[src/rtl/d_cache_ctrl.sv]
// d_cache_ctrl: one-outstanding data-memory access controller between decode and act stages.
// Build option NAND_CPU_DCACHE_HIT_BUF_EN adds a one-entry load hit buffer (valid, tag, data).
module d_cache_ctrl #(
  parameter int DATA_W = 16
) (
  input  logic              clk,
  input  logic              n_rst,
  input  logic              i_valid,
  input  logic [DATA_W-1:0] i_address,
  input  logic              i_mem_op,
  input  logic [DATA_W-1:0] i_data,
  input  logic              i_flush,
  output logic              o_stall,
  output logic              o_load_valid,
  output logic [DATA_W-1:0] o_load_data,
  output logic              mem_req,
  output logic              mem_we,
  output logic [DATA_W-1:0] mem_addr,
  output logic [DATA_W-1:0] mem_wdata,
  input  logic              mem_ack,
  input  logic [DATA_W-1:0] mem_rdata,
  output logic [1:0]        o_dbg_state
);

  // Handshake: mem_req is a valid that stays high with a stable mem_addr/mem_we/mem_wdata
  // until mem_ack is seen high in the same cycle; o_stall is the not-ready seen upstream.
  typedef enum logic [1:0] {
    ST_IDLE = 2'd0,
    ST_REQ  = 2'd1,
    ST_DONE = 2'd2
  } state_e;

  state_e              state_q, state_d;
  logic                we_q, we_d;
  logic [DATA_W-1:0]   addr_q, addr_d;
  logic [DATA_W-1:0]   wdata_q, wdata_d;
  logic                kill_q, kill_d;
  logic [DATA_W-1:0]   load_data_q, load_data_d;
  logic                stall_raw;
  logic                hit;
  logic [DATA_W-1:0]   hit_data;
  logic                kill_now;

  // A flush arriving in the same cycle as mem_ack still kills the load.
  assign kill_now = kill_q | i_flush;

`ifdef NAND_CPU_DCACHE_HIT_BUF_EN
  logic                buf_valid_q, buf_valid_d;
  logic [DATA_W-1:0]   buf_tag_q, buf_tag_d;
  logic [DATA_W-1:0]   buf_data_q, buf_data_d;

  assign hit      = (state_q == ST_IDLE) && i_valid && !i_flush && !i_mem_op &&
                    buf_valid_q && (buf_tag_q == i_address);
  assign hit_data = buf_data_q;

  always_comb begin
    buf_valid_d = buf_valid_q;
    buf_tag_d   = buf_tag_q;
    buf_data_d  = buf_data_q;
    if (state_q == ST_REQ && mem_ack) begin
      if (!we_q && !kill_now) begin
        buf_valid_d = 1'b1;
        buf_tag_d   = addr_q;
        buf_data_d  = mem_rdata;
      end else if (we_q && buf_valid_q && buf_tag_q == addr_q) begin
        // Stores keep the buffer coherent even when killed, since memory is written anyway.
        buf_data_d  = wdata_q;
      end
    end
  end

  always_ff @(posedge clk or negedge n_rst) begin
    if (!n_rst) begin
      buf_valid_q <= 1'b0;
      buf_tag_q   <= '0;
      buf_data_q  <= '0;
    end else begin
      buf_valid_q <= buf_valid_d;
      buf_tag_q   <= buf_tag_d;
      buf_data_q  <= buf_data_d;
    end
  end
`else
  assign hit      = 1'b0;
  assign hit_data = '0;
`endif

  always_comb begin
    state_d      = state_q;
    we_d         = we_q;
    addr_d       = addr_q;
    wdata_d      = wdata_q;
    kill_d       = kill_q;
    load_data_d  = load_data_q;
    stall_raw    = 1'b0;
    mem_req      = 1'b0;
    o_load_valid = 1'b0;
    case (state_q)
      ST_IDLE: begin
        kill_d = 1'b0;
        if (hit) begin
          o_load_valid = 1'b1;
          load_data_d  = hit_data;
        end else if (i_valid && !i_flush) begin
          stall_raw = 1'b1;
          state_d   = ST_REQ;
          we_d      = i_mem_op;
          addr_d    = i_address;
          wdata_d   = i_data;
        end
      end
      ST_REQ: begin
        stall_raw = 1'b1;
        mem_req   = 1'b1;
        if (i_flush) kill_d = 1'b1;
        if (mem_ack) begin
          state_d = ST_DONE;
          if (!we_q && !kill_now) load_data_d = mem_rdata;
        end
      end
      ST_DONE: begin
        o_load_valid = !we_q && !kill_q;
        kill_d       = 1'b0;
        state_d      = ST_IDLE;
      end
      default: begin
        state_d = ST_IDLE;
        kill_d  = 1'b0;
      end
    endcase
  end

  // Reset overrides the combinational stall so nothing upstream is held while in reset.
  assign o_stall     = stall_raw & n_rst;
  assign o_load_data = hit ? hit_data : load_data_q;
  assign mem_we      = we_q;
  assign mem_addr    = addr_q;
  assign mem_wdata   = wdata_q;
  assign o_dbg_state = state_q;

  always_ff @(posedge clk or negedge n_rst) begin
    if (!n_rst) begin
      state_q     <= ST_IDLE;
      we_q        <= 1'b0;
      addr_q      <= '0;
      wdata_q     <= '0;
      kill_q      <= 1'b0;
      load_data_q <= '0;
    end else begin
      state_q     <= state_d;
      we_q        <= we_d;
      addr_q      <= addr_d;
      wdata_q     <= wdata_d;
      kill_q      <= kill_d;
      load_data_q <= load_data_d;
    end
  end

endmodule
[config.mk]
export PLATFORM = sky130hd
export DESIGN_NAME = d_cache_ctrl
export DESIGN_NICKNAME = d
export VERILOG_FILES = /design/src/rtl/d_cache_ctrl.sv
export SDC_FILE = /design/constraint.sdc
export NUM_CORES = 1
export LEC_CHECK = 0
export BUFFER_PORTS_ARGS = -buffer_cell sky130_fd_sc_hd__buf_2
export CAP_MARGIN = 20
export CORE_ASPECT_RATIO = 0.75
export CORE_MARGIN = 8
export CORE_UTILIZATION = 40
export CTS_CLUSTER_SIZE = 12
export DETAILED_ROUTE_END_ITERATION = 10
export PLACE_DENSITY_LB_ADDON = 0.3
export SYNTH_ARGS = -nofsm -noshare
export SYNTH_HDL_FRONTEND = slang
export SYNTH_SLANG_ARGS = --single-unit
[constraint.sdc]
create_clock -name clk -period 1.68 [get_ports clk]
set_input_delay 0.336 -clock clk [delete_from_list [all_inputs] [get_ports clk]]
set_output_delay 0.336 -clock clk [all_outputs]
set_load 0.02 [all_outputs]
==> results of run 1 <==
layout make-up:
cell class / instances / area, um2
Fill cell: 455 / 2381
Sequential cell: 52 / 1301
Multi-Input combinational cell: 59 / 769.5
Timing Repair Buffer: 110 / 558.0
Clock buffer: 7 / 96.34
Tap cell: 75 / 93.84
Clock inverter: 1 / 30.03
Inverter: 2 / 7.507
through the flow:
step                instances  power (W)  setup slack [ps]
finish                    306   0.004496             70.02
detailed placement        298   0.003640             104.9
global route              306   0.004764             13.51
global placement          298   0.003603             151.5
floorplan                 117   0.002988             30.20
CTS                       306   0.004568             68.10
sequential cells by signal, summed over array words and instances, names as in the netlist:
| signal | flops |
|---|---|
| mem_we | 1 |
| mem_wdata | 16 |
| mem_addr | 16 |
| kill_q | 1 |
| o_load_data | 16 |
| o_dbg_state | 2 |
kinds of logic (layout without fill, tap and decap cells):
family          count (synthesis)  count (layout)
buf+inv                         6             120
simple gates                    7               7
compound gates                  3               3
mux                            49              49
flops                          52              52
worst reg2reg max path, stage by stage, from the launching register on:
cell and delay (ps):
dfrtp_1 460, nor4b_4 320, buf_4 370, mux2_4 340
how the worst min path moves through the flow:
stage	from	to	slack (ps)	cells past startpoint
final	n_rst	mem_addr[7]	160	2
after floorplan	n_rst	kill_q	40	0
after global routing	n_rst	mem_wdata[15]	220	2
after detailed placement	o_load_data[13]	o_load_data[13]	480	1
after CTS	n_rst	mem_wdata[2]	200	2
after global placement	o_load_data[5]	o_load_data[5]	470	1
power groups by stage:
stage / Clock [W] / Sequential, W / Combinational, W
2_1_floorplan: 0 / 0.00244 / 0.000545
3_3_place_gp: 0 / 0.00191 / 0.00169
3_5_place_dp: 0 / 0.00191 / 0.00173
4_1_cts: 0.000945 / 0.00190 / 0.00172
5_1_grt: 0.000999 / 0.00196 / 0.00181
6_report: 0.000909 / 0.00189 / 0.00169
Yosys cell counts:
master,number
mux2_1,10
inv_1,2
a21oi_1,1
nor4b_4,1
and2b_2,1
nor4b_1,1
o21a_1,1
and2_1,1
nor3b_1,1
buf_6,4
nor3_2,1
dfrtp_1,52
a21o_1,1
mux2_4,29
mux2_2,10
nand3_4,1
layer usage:
metal / vias up / GRT usage, % / routed length, um
li1: 636 / - / -
met2: 60 / 20.66 / 2278
met4: 0 / 5.414 / 64
met3: 4 / 4.978 / 420
met1: 659 / 15.56 / 2149
met5: - / 0 / 0
placed cells by master, fill, tap and decap left out, types with 2 or more instances in the layout:
cell type | Yosys | routed
dfrtp_1 | 52 | 52
mux2_2 | 10 | 10
clkbuf_8 | 0 | 7
buf_4 | 0 | 3
mux2_4 | 29 | 29
buf_2 | 0 | 107
inv_1 | 2 | 2
mux2_1 | 10 | 10
==> results.toml, run 1 <==
[cells_and_area]
antenna_cells = 0
final_area_um2 = 2856
final_nets = 284
post-route-util_pct = 54.54
area_growth_pct = 34.93
drive_gt1_share_pct = 70.13

[synth]
synth_nets = 171
yosys_register_bits = 52
yosysUniqueCellTypes = 16
synth_top_family_by_area = "multiplexers"
synthCells = 117
synth_compound_area_share_pct = 0.9456
avgSynthCellArea_um2 = 18.09
netlist_area_um2 = 2117
synth-simple-area-share_pct = 3.901
seq_area_frac_synth_pct = 61.47
synth_xor_area_share_pct = 0
synth_top_area_share_pct = 61.47
ys_warn_count = 0
synth_area_leaders = "dfrtp_1, mux2_4, mux2_1"
yosys-mux-area-fraction_pct = 31.21
synth_top_cell_by_area = "dfrtp_1"
synth-adder-area-share_pct = 0

[status]
status = "completed"

[place]
dpl-instance-area_um2 = 2724
dp_hpwl_um = 3829
io_buffers = 107
place.gp.congestion = 0.7141

[floorplan]
core_um2 = 5238
die_h_um = 79.01
start_util_pct = 40.42
die-area_um2 = 7901
fp-row-count = 23
fp.dieW_um = 100.0
ioPinCount = 108

[cts]
ctsHoldBuffers = 0
postCtsSetupBuffers = 0
cts_tree = "built"
cts_buffer_depth = 2
cts_resized = 0
cts_buffers = 5
clkLatencyLatePin_ps = 290
htreeDepth = 2
clk_pin_slew_ps = 90
cts-root-buf = "clkbuf_8"
cts_sinks = 52

[routing]
route.detailed.drc = 0
drtIter0Drc = 18
finalWirelength_um = 4913
wl_per_cell_um = 16.06
via_per_inst = 4.441
drtAntennaViolNets = 0
via_count = 1359
drt-pass1-iter-count = 4

[critical_path]
worstSetupStartpoint = "o_dbg_state[0]"
rr_worst_depth = 3
crit_required_ps = 1340
worstPathMaxFanout = 5
crit_cells = 2
crit_path_start_kind = "register"
cpPeakStageDelay_ps = 460
reg2reg_slack_ps = 80
r2r-start = "o_dbg_state[0]"
worstSetupPathType = "register to primary output"
cp_top_family = "flip-flops"
crit_chain = "nor4b_2 -> buf_2"
slowest_stage = "dfrtp_1"
critPathArrivalTime_ps = 1270
end_kind = "primary output"
r2r_end = "mem_wdata[12]"
critical_path_buf_inv_count = 1
cp-endpoint = "o_load_valid"

[power]
swShare_pct = 34.30
comb_power_share_pct = 37.6
ir_worst_vdd_v = 0.0006127
internal_power_w = 0.002954
seqPwrFrac_pct = 42.1
leakagePower_nw = 1.483
power_frac_clock_pct = 20.2
pwr_density_cell_nw_per_um2 = 1574
net-switching-power_w = 0.001542

[global_routing]
grt_pass1_wl_um = 8031
overflow = 0
grt_usage_pct = 13.01
antenna_found_initial = 0
grt_pass1_vias = 1567
grt_max_degree = 53

[worst_hold_path]
hp-class = "input pin to async pin"

[timing]
timing.final.crit_share_pct = 95.83
min_period_ps = 1610
hold_viol_final = 0
whs_ps = 163.8
grt_setup_unrepaired = "false"
final.setup.tns_ps = 0
slew_headroom_pct = 57.71
skew_ps = 7.339
clock.fmax_ghz = 0.6211
finalSetupViolations = 0
worst_slew_pin_slew_ps = 634.4
drv_slew = 0

[flow_run]
cap_violations = 0
(Power assumes the default switching activity.)
==> inputs of run 2 (changes only) <==
--- a/config.mk
+++ b/config.mk
@@ -7,12 +7,14 @@
 export LEC_CHECK = 0
 export BUFFER_PORTS_ARGS = -buffer_cell sky130_fd_sc_hd__buf_2
 export CAP_MARGIN = 20
+export CELL_PAD_IN_SITES_DETAIL_PLACEMENT = 1
+export CELL_PAD_IN_SITES_GLOBAL_PLACEMENT = 1
 export CORE_ASPECT_RATIO = 0.75
 export CORE_MARGIN = 8
-export CORE_UTILIZATION = 40
+export CORE_UTILIZATION = 35
 export CTS_CLUSTER_SIZE = 12
 export DETAILED_ROUTE_END_ITERATION = 10
-export PLACE_DENSITY_LB_ADDON = 0.3
+export PLACE_DENSITY_LB_ADDON = 0.05
 export SYNTH_ARGS = -nofsm -noshare
 export SYNTH_HDL_FRONTEND = slang
 export SYNTH_SLANG_ARGS = --single-unit
==> results.toml, run 2 (same netlist as run 1, synthesis figures left out) <==
[global_routing]
grt_max_degree = 53
grt_usage_pct = 12.65
overflow = 0
grt_pass1_vias = 1646
antenna_found_initial = 0
grt_pass1_wl_um = 8907

[power]
net-switching-power_w = 0.001588
ir_worst_vdd_v = 0.0005536
power_frac_clock_pct = 17.0
internal_power_w = 0.002767
comb_power_share_pct = 39.4
swShare_pct = 36.46
pwr_density_cell_nw_per_um2 = 1539
seqPwrFrac_pct = 43.6
leakagePower_nw = 1.460

[critical_path]
crit_required_ps = 1340
r2r-start = "o_dbg_state[0]"
cpPeakStageDelay_ps = 450
reg2reg_slack_ps = 100
rr_worst_depth = 3
crit_chain = "nor4b_1 -> buf_4"
critPathArrivalTime_ps = 1280
worstSetupPathType = "register to primary output"
crit_cells = 2
end_kind = "primary output"
crit_path_start_kind = "register"
worstPathMaxFanout = 5
worstSetupStartpoint = "o_dbg_state[0]"
critical_path_buf_inv_count = 1
cp_top_family = "flip-flops"
slowest_stage = "dfrtp_1"

[timing]
slew_headroom_pct = 55.67
skew_ps = 5.188
hold_viol_final = 0
final.setup.tns_ps = 0
finalSetupViolations = 0
grt_setup_unrepaired = "false"
fin_ws_ps = 62.84
clock.fmax_ghz = 0.6184
worst_slew_pin_slew_ps = 664.9
timing.final.crit_share_pct = 96.26
drv_slew = 0
min_period_ps = 1617

[cells_and_area]
area_growth_pct = 33.63
antenna_cells = 0
final_common_cell = "buf_2"
drive_gt1_share_pct = 69.13
n_fill_cell = 626
final_nets = 283
final_cells = 308
post-route-util_pct = 48.56
final_area_um2 = 2829
final_cell_mix = "buf_2, dfrtp_1, mux2_4, mux2_1, mux2_2"

[cts]
postCtsSetupBuffers = 0
htreeDepth = 2
cts_resized = 0
cts_buffer_depth = 2
clkLatencyLatePin_ps = 300
ctsHoldBuffers = 0
cts_buffers = 5
cts_sinks = 52
clk_pin_slew_ps = 90
cts-root-buf = "clkbuf_8"
cts_tree = "built"

[floorplan]
die_h_um = 83.36
start_util_pct = 36.34
ioPinCount = 108
fp.dieW_um = 105.8
fp-row-count = 24
die-area_um2 = 8819
core_um2 = 5826

[routing]
drt-pass1-iter-count = 4
via_count = 1399
drtAntennaViolNets = 0
wl_per_cell_um = 18.12
route.detailed.drc = 0
finalWirelength_um = 5580
drtIter0Drc = 21
via_per_inst = 4.542

[place]
place.gp.congestion = 0.7304
dpl-instance-area_um2 = 2733
place_ws_ps = 89.78
dp_hpwl_um = 4299
dp.cells = 300
io_buffers = 107

[flow_run]
cap_violations = 0

[worst_hold_path]
hp-class = "input pin to async pin"

[status]
status = "completed"
[run 2: power by group through the flow]
stage / clock network, W / registers, W / logic [W]
floorplan: 0 / 0.00244 / 0.000545
global placement: 0 / 0.00190 / 0.00171
detailed placement: 0 / 0.00192 / 0.00175
CTS: 0.000770 / 0.00190 / 0.00175
global route: 0.000814 / 0.00196 / 0.00184
finish: 0.000739 / 0.00190 / 0.00172
[run 2: final timing paths]
path | end
setup / recovery | o_load_valid
hold / removal | o_load_data[9]
setup reg to reg | mem_wdata[9]
hold reg to reg | o_load_data[13]
max in group asynchronous | mem_wdata[0]
min in group clk | o_load_data[12]
[run 2: stage by stage]
step                      power [W]  hold slack (ps)
after floorplan            0.002988            40.41
after global placement     0.003612            468.6
after detailed placement   0.003673            476.8
after CTS                  0.004427            219.7
after global routing       0.004619            238.7
final                      0.004355            200.9
[run 2: worst reg2reg max path, cell delays in order (launching register included)]
cell and delay [ps]:
dfrtp_1 450, nor4b_4 340, buf_12 280, mux2_2 400
[run 2: metal layers]
metal  wire, um  global-route usage, %  vias to the layer above
li1           -                      -                      629
met1       2370                  14.64                      703
met5          0                      0                        -
met4         63                  4.204                        0
met2       2709                  20.98                       59
met3        437                  4.784                        8
[run 2: final cells by class]
type / instances / area, um2 / share of cell area, %
Sequential cell: 52 / 1301 / 46.00
Multi-Input combinational cell: 59 / 763.2 / 26.98
Timing Repair Buffer: 109 / 565.5 / 19.99
Tap cell: 78 / 97.59 / 3.450
Clock buffer: 7 / 86.33 / 3.052
Clock inverter: 1 / 7.507 / 0.2654
Inverter: 2 / 7.507 / 0.2654
==> inputs of run 3 (changes only) <==
--- a/config.mk
+++ b/config.mk
@@ -7,11 +7,9 @@
 export LEC_CHECK = 0
 export BUFFER_PORTS_ARGS = -buffer_cell sky130_fd_sc_hd__buf_2
 export CAP_MARGIN = 20
-export CELL_PAD_IN_SITES_DETAIL_PLACEMENT = 1
-export CELL_PAD_IN_SITES_GLOBAL_PLACEMENT = 1
 export CORE_ASPECT_RATIO = 0.75
 export CORE_MARGIN = 8
-export CORE_UTILIZATION = 35
+export CORE_UTILIZATION = 40
 export CTS_CLUSTER_SIZE = 12
 export DETAILED_ROUTE_END_ITERATION = 10
 export PLACE_DENSITY_LB_ADDON = 0.05
==> results.toml, run 3 (same netlist as run 1, synthesis figures left out) <==
[power]
internal_power_w = 0.002768
ir_worst_vdd_v = 0.0006417
net-switching-power_w = 0.001535
power_frac_clock_pct = 16.3
comb_power_share_pct = 39.7
swShare_pct = 35.67
seqPwrFrac_pct = 44.0
leakagePower_nw = 1.462
pwr_density_cell_nw_per_um2 = 1523

[status]
status = "completed"

[critical_path]
critPathArrivalTime_ps = 1780
crit_required_ps = 1860
worstPathMaxFanout = 34
worstSetupPathType = "register to register"
crit_path_start_kind = "register"
end_kind = "register"

[routing]
drtIter0Drc = 17
via_per_inst = 4.420
route.detailed.drc = 0
via_count = 1348
finalWirelength_um = 4912
wl_per_cell_um = 16.10
drt-pass1-iter-count = 3
drtAntennaViolNets = 0

[global_routing]
antenna_found_initial = 0
grt_pass1_vias = 1554
grt_max_degree = 53
grt_usage_pct = 12.59
grt_pass1_wl_um = 7790
overflow = 0

[cells_and_area]
final_cells = 305
area_growth_pct = 33.45
antenna_cells = 0
final_common_cell = "buf_2"
final_nets = 283
final_cell_mix = "buf_2, dfrtp_1, mux2_4, mux2_1, mux2_2"
drive_gt1_share_pct = 69.13

[flow_run]
cap_violations = 0

[floorplan]
start_util_pct = 40.42
fp.dieW_um = 100.0
fp-row-count = 23
die-area_um2 = 7901
core_um2 = 5238
die_h_um = 79.01
ioPinCount = 108

[timing]
grt_setup_unrepaired = "false"
hold_viol_final = 0
final.setup.tns_ps = 0
clock.fmax_ghz = 0.6269
skew_ps = 3.455
timing.final.crit_share_pct = 94.95
worst_slew_pin_slew_ps = 633.8
finalSetupViolations = 0
drv_slew = 0
min_period_ps = 1595
slew_headroom_pct = 57.75

[cts]
ctsHoldBuffers = 0
clkLatencyLatePin_ps = 290
postCtsSetupBuffers = 0
htreeDepth = 2
cts_resized = 0
clk_pin_slew_ps = 80
cts-root-buf = "clkbuf_8"
cts_sinks = 52
cts_buffers = 5
cts_tree = "built"
cts_buffer_depth = 2

[place]
io_buffers = 107
place.gp.congestion = 0.7155
dp_hpwl_um = 3845
dp.cells = 297

[worst_hold_path]
hp-class = "input pin to async pin"
run 3: cell count changes in the layout (fill, tap and decap cells not counted), sizes merged:
cell      change
clkbuf        +1
clkinvlp      -1
run 3: power by group through the flow:
stage / logic [W] / registers [W] / clock network, W
final: 0.00171 / 0.00189 / 0.000703
after global routing: 0.00182 / 0.00196 / 0.000797
after CTS: 0.00174 / 0.00190 / 0.000737
after detailed placement: 0.00174 / 0.00191 / 0
after global placement: 0.00171 / 0.00189 / 0
after floorplan: 0.000545 / 0.00244 / 0
run 3: final cells by class:
class | count | area, um2
clock buffers | 8 | 90.09
fillers | 471 | 2412
inverters | 2 | 7.507
multi-input cells | 59 | 769.5
flip-flops and latches | 52 | 1301
well taps | 75 | 93.84
repair buffers | 109 | 563.0
run 3: path summary, 6_finish.rpt:
check / start / end / slack [ps] / depth (start not counted)
max in group asynchronous: n_rst / o_load_data[10] / 1060 / 2
min in group clk: mem_rdata[14] / o_load_data[14] / 250 / 2
setup / recovery: o_dbg_state[0] / mem_wdata[7] / 80 / 3
setup reg to reg: o_dbg_state[0] / mem_wdata[7] / 80 / 3
hold / removal: n_rst / mem_addr[8] / 210 / 2
hold reg to reg: o_load_data[13] / o_load_data[13] / 490 / 1
run 3: critical path, cell delays in order (launching register included):
cell     delay, ps
dfrtp_1        450
nor4b_4        360
buf_12         290
mux2_2         370
run 3: metal layers:
metal  GRT usage, %  vias up  part of all wire (%)
li1               -      630                     -
met1          14.48      658                    40
met2          20.66       55                    50
met3          4.803        5                   9.3
met4          5.414        0                   1.2
met5              0        -                     0
run 3: through the flow:
| step | cell area (um2) | hold WS, ps | util (%) | setup WS [ps] | total power [W] |
|---|---|---|---|---|---|
| 4_1_cts | 2819 | 231.8 | 53.82 | 72.18 | 0.004374 |
| 6_report | 2825 | 209.7 | 53.94 | 84.91 | 0.004303 |
| 3_3_place_gp | 2729 | 468.0 | 52.10 | 159.4 | 0.003600 |
| 5_1_grt | 2825 | 232.5 | 53.94 | 10.30 | 0.004573 |
| 2_1_floorplan | 2117 | 40.41 | - | 30.20 | 0.002988 |
| 3_5_place_dp | 2729 | 475.4 | 52.10 | 95.95 | 0.003653 |
